$ cat config.mk
export PLATFORM = sky130hd
export DESIGN_NAME = mem_port_arbiter
export DESIGN_NICKNAME = d
export VERILOG_FILES = /design/src/rtl/mem_arb_pkg.sv /design/src/rtl/starve_ctr.sv /design/src/rtl/mem_port_arbiter.sv
export SDC_FILE = /design/constraint.sdc
export NUM_CORES = 1
export LEC_CHECK = 0
export CORE_ASPECT_RATIO = 1.2
export CORE_MARGIN = 2
export CORE_UTILIZATION = 41
export CTS_CLUSTER_SIZE = 16
export DETAILED_ROUTE_END_ITERATION = 12
export PLACE_DENSITY = 0.82
export SYNTH_ARGS = -nofsm -noshare
export SYNTH_HDL_FRONTEND = slang
export SYNTH_SLANG_ARGS = --single-unit
export TNS_END_PERCENT = 50
$ cat constraint.sdc
create_clock -name clk -period 3.1 [get_ports clk]
set_input_delay 0.62 -clock clk [delete_from_list [all_inputs] [get_ports clk]]
set_output_delay 0.62 -clock clk [all_outputs]
set_load 0.005 [all_outputs]
$ cat src/rtl/mem_arb_pkg.sv
// Shared types for the unified-memory port arbiter: FSM states and grant decisions.
package mem_arb_pkg;

  typedef enum logic [2:0] {
    IDLE,
    BUSY_IF,
    BUSY_DM,
    RESP_IF,
    RESP_DM
  } arb_state_t;

  typedef enum logic [1:0] {
    GNT_NONE,
    GNT_IF,
    GNT_DM
  } grant_t;

  function automatic int unsigned starve_width(input int unsigned max_cnt);
    return $clog2(max_cnt + 1);
  endfunction

endpackage

$ cat src/rtl/starve_ctr.sv
// Saturating count of back-to-back DM grants taken while fetch was waiting.
module starve_ctr
  import mem_arb_pkg::*;
#(
  parameter int unsigned STARVE_MAX = 4
) (
  input  logic clk,
  input  logic rst_n,
  input  logic clr,
  input  logic inc,
  output logic sat
);

  localparam int unsigned W = starve_width(STARVE_MAX);
  localparam logic [W-1:0] MAXV = W'(STARVE_MAX);

  logic [W-1:0] cnt;

  always_ff @(posedge clk or negedge rst_n) begin
    if (!rst_n) begin
      cnt <= '0;
    end else if (clr) begin
      cnt <= '0;
    end else if (inc && (cnt != MAXV)) begin
      cnt <= cnt + W'(1);
    end
  end

  assign sat = (cnt == MAXV);

endmodule

$ cat src/rtl/mem_port_arbiter.sv
// Arbitrates the single-ported unified memory between instruction fetch and the
// MEM-stage data port, with registered handshake, one-cycle acks and stall outputs.
module mem_port_arbiter
  import mem_arb_pkg::*;
#(
  parameter int unsigned N          = 32,
  parameter int unsigned STARVE_MAX = 4
) (
  input  logic         clk,
  input  logic         rst_n,
  input  logic         if_req,
  input  logic [N-1:0] if_addr,
  output logic         if_ack,
  output logic [N-1:0] if_rdata,
  input  logic         dm_req,
  input  logic         dm_we,
  input  logic [N-1:0] dm_addr,
  input  logic [N-1:0] dm_wdata,
  output logic         dm_ack,
  output logic [N-1:0] dm_rdata,
  output logic         mem_req,
  output logic         mem_we,
  output logic [N-1:0] mem_addr,
  output logic [N-1:0] mem_wdata,
  input  logic         mem_ready,
  input  logic [N-1:0] mem_rdata,
  output logic         if_stall,
  output logic         dm_stall
);

  arb_state_t state;
  grant_t     gnt;
  logic       sat;
  logic       cnt_clr;
  logic       cnt_inc;

  // DM wins a collision unless fetch has already been passed over STARVE_MAX times.
  always_comb begin
    gnt = GNT_NONE;
    if (state == IDLE) begin
      if (dm_req && (!if_req || !sat)) begin
        gnt = GNT_DM;
      end else if (if_req) begin
        gnt = GNT_IF;
      end
    end
  end

  assign cnt_inc = (gnt == GNT_DM) && if_req;
  assign cnt_clr = (gnt == GNT_IF) || ((gnt == GNT_DM) && !if_req);

  starve_ctr #(
    .STARVE_MAX(STARVE_MAX)
  ) u_starve (
    .clk  (clk),
    .rst_n(rst_n),
    .clr  (cnt_clr),
    .inc  (cnt_inc),
    .sat  (sat)
  );

  always_ff @(posedge clk or negedge rst_n) begin
    if (!rst_n) begin
      state     <= IDLE;
      mem_req   <= 1'b0;
      mem_we    <= 1'b0;
      mem_addr  <= '0;
      mem_wdata <= '0;
      if_ack    <= 1'b0;
      dm_ack    <= 1'b0;
      if_rdata  <= '0;
      dm_rdata  <= '0;
    end else begin
      if_ack <= 1'b0;
      dm_ack <= 1'b0;
      unique case (state)
        IDLE: begin
          unique case (gnt)
            GNT_IF: begin
              state    <= BUSY_IF;
              mem_req  <= 1'b1;
              mem_we   <= 1'b0;
              mem_addr <= if_addr;
            end
            GNT_DM: begin
              state     <= BUSY_DM;
              mem_req   <= 1'b1;
              mem_we    <= dm_we;
              mem_addr  <= dm_addr;
              mem_wdata <= dm_wdata;
            end
            default: ;
          endcase
        end
        BUSY_IF: begin
          if (mem_ready) begin
            state    <= RESP_IF;
            mem_req  <= 1'b0;
            mem_we   <= 1'b0;
            if_rdata <= mem_rdata;
            if_ack   <= 1'b1;
          end
        end
        BUSY_DM: begin
          if (mem_ready) begin
            state   <= RESP_DM;
            mem_req <= 1'b0;
            mem_we  <= 1'b0;
            if (!mem_we) begin
              dm_rdata <= mem_rdata;
            end
            dm_ack <= 1'b1;
          end
        end
        RESP_IF, RESP_DM: begin
          state <= IDLE;
        end
        default: begin
          state <= IDLE;
        end
      endcase
    end
  end

  assign if_stall = if_req & ~if_ack;
  assign dm_stall = dm_req & ~dm_ack;

endmodule

==> results.json <==
{
  "dp_cells": 827,
  "insertion_delay_ns": 0.41,
  "holdWs_ns": 0.136,
  "via_count": 4212,
  "rsz0062_at_grt": "no",
  "crit_family": "buffers and inverters",
  "clockBufferDepth": 2,
  "drive_gt1_share_pct": 20.1,
  "ys.flop_type": "dfrtp_1",
  "initial_core_util_pct": 41.5,
  "syn_area_per_cell_um2": 14.1,
  "p_leak_uw": 0.00378,
  "slew_headroom_pct": 60.7,
  "coreArea_um2": 13700,
  "worst_pin_slew_ns": 0.589,
  "endpoint_kind": "output pin",
  "ios": 268,
  "grt_pass1_vias": 4583,
  "postSynthCellCount": 405,
  "synth-edff-count": 0,
  "synth_top_area_share_pct": 60.7,
  "synth_nets": 543,
  "powerDensity_nw_per_um2": 1040,
  "drt-wirelength-per-cell_um": 17.2,
  "synth.most_common_cell": "dfrtp_1",
  "status": "finished, final reports clean",
  "dp_hpwl_um": 10900,
  "worstSetupPathType": "input pin to output pin",
  "cp.arrival_ns": 1.96,
  "synthSimpleGateAreaFrac_pct": 5.63,
  "drcViolationCount": 0,
  "fin_skew_ns": 0.00629,
  "synthTopCellsByArea": "dfrtp_1 61%, mux2_2 18%, mux2i_1 5.8%",
  "crit_required_ns": 2.48,
  "worst-path-buf-inv": 2,
  "dr.pass1.iters": 5,
  "ys_warn_count": 0,
  "antenna_found_initial": 0,
  "grt_overflow": 0,
  "num-nets-final": 813,
  "fin_setup_tns_ns": 0,
  "post_cts_buffers": 0,
  "cpPeakStageDelay_ns": 0.64,
  "synthMuxAreaShare_pct": 24.8,
  "finalNonFillerCells": 858,
  "fmax_mhz": 387,
  "finalHoldViolCount": 0,
  "synth_top_area_cell": "dfrtp_1",
  "cts_resized": 0,
  "yosysSeqAreaShare_pct": 60.7,
  "io_buffers": 267,
  "root_buffer": "clkbuf_16",
  "fin_area_um2": 9160,
  "dpl_cell_area_um2": 8530,
  "grt_max_degree": 66,
  "cp_max_fo": 8,
  "n_antenna_cell": 0,
  "h-tree-depth": 4,
  "start_kind": "input pin",
  "numCtsBuffers": 17,
  "placementRows": 47,
  "die_x_um": 112,
  "synthXorXnorAreaFrac_pct": 0,
  "crit_chain": "clkdlybuf4s50_1 > nor2b_1 > clkdlybuf4s50_1",
  "synth_compound_area_share_pct": 4.29,
  "synth_cell_types": 30,
  "finalWirelength_um": 14700,
  "grt_pass1_wl_um": 23800,
  "place_congestion": 0.802,
  "fp.dieArea_um2": 14800,
  "syn_area_um2": 5690,
  "fp.dieH_um": 133,
  "drv_cap": 0,
  "synth_fa_ha_area_share_pct": 0.879,
  "clkSinkCount": 138,
  "period_needed_ns": 2.58,
  "synth_seq_cells": 138,
  "drt_iter0_drc": 224,
  "synth_commonest_cells": "138 x dfrtp_1, 93 x mux2_2, 37 x a21oi_1, 34 x nor2_1, 33 x mux2i_1",
  "clkTransAtPathRegs_ns": 0.06,
  "synthToLayoutAreaGrowth_pct": 60.9,
  "synth_top_family_by_area": "multiplexers",
  "via_per_inst": 4.91,
  "fin_util_pct": 66.9,
  "cts_hold_buf": 0,
  "fin_crit_sh_pct": 83.2,
  "hold_class": "input pin to async pin",
  "drv_slew": 0,
  "cts_tree": "done",
  "slowest_stage": "clkdlybuf4s50_1",
  "async_flop_share_pct": 100,
  "setup-violations-final": 0,
  "cp_common_cell": "clkdlybuf4s50_1",
  "antenna_left": 0,
  "vdd_drop_max_uv": 507,
  "grtUsageTotal_pct": 20.3
}
[path summary, 6_finish.rpt]
path	from	end	slack [ns]	cells past startpoint
max	if_req	if_stall	0.52	3
min	rst_n	mem_wdata[9]$_DFFE_PN0P_	0.14	1
max reg2reg	state[0]$_DFFE_PN0P_	u_starve.cnt[1]$_DFFE_PN0P_	0.60	8
min reg2reg	mem_wdata[6]$_DFFE_PN0P_	mem_wdata[6]$_DFFE_PN0P_	0.48	1
max in group asynchronous	rst_n	dm_rdata[31]$_DFFE_PN0P_	2.23	2
min in group clk	mem_wdata[6]$_DFFE_PN0P_	mem_wdata[6]$_DFFE_PN0P_	0.48	1
[report_power, final]
part / total [µW] / switching [µW] / internal [µW]
sequential: 3240 / 523 / 2720
combinational: 4110 / 1450 / 2660
clock: 2150 / 775 / 1370
[layer usage]
layer | GRT usage (%) | part of all wire [%] | routed length [µm] | up-vias
met2 | 36.4 | 54 | 8020 | 170
li1 | - | - | - | 1968
met5 | 0 | 0 | 0 | -
met3 | 6.64 | 7.6 | 1110 | 21
met4 | 7.06 | 1.4 | 203 | 0
met1 | 22.7 | 37 | 5400 | 2053
[logic make-up after synthesis]
logic type / count (synthesis)
compound gates: 45
fa+ha+maj: 4
buf+inv: 31
flops: 138
mux: 129
simple gates: 58
[sequential cells by signal, summed over array words and instances, names as in the netlist]
register      cells
dm_ack            1
dm_rdata         32
if_ack            1
if_rdata         32
mem_addr         32
mem_req           1
mem_wdata        32
mem_we            1
state             3
u_starve.cnt      3
[worst reg2reg max path, stage by stage, from the launching register on]
cell     delay (ns)
dfrtp_1        0.56
nor3_1         0.42
nand3_1        0.16
inv_1          0.09
ha_2           0.19
buf_4          0.50
inv_1          0.17
o21ai_0        0.19
a21oi_1        0.09
[stage by stage]
step / worst slack [ns] / total power [µW]
finish: 0.519 / 9500
global route: 0.427 / 10100
CTS: 0.525 / 9630
detailed placement: 0.272 / 7430
global placement: 0.395 / 7230
floorplan: 0.845 / 5050
[placed cells by master (no fill, tap or decap), drive strengths merged, types with 4 or more instances in the layout]
cell type / netlist / layout
nand2: 4 / 4
bufinv: 0 / 4
mux2i: 33 / 33
ha: 4 / 4
clkdlybuf4s50: 0 / 266
buf: 22 / 9
clkbuf: 2 / 18
inv: 7 / 11
dfrtp: 138 / 138
a21oi: 37 / 37
nor2: 34 / 34
mux2: 96 / 96
[cell type report]
cell class	instances	area [µm²]
clock inverter	13	189
sequential	138	3450
clock buffer	18	439
tap	171	214
timing repair buffer	275	2800
fill	1000	4540
multi-input combinational	236	2040
inverter	7	26.3
No activity file was read; power rests on OpenSTA's default activity.
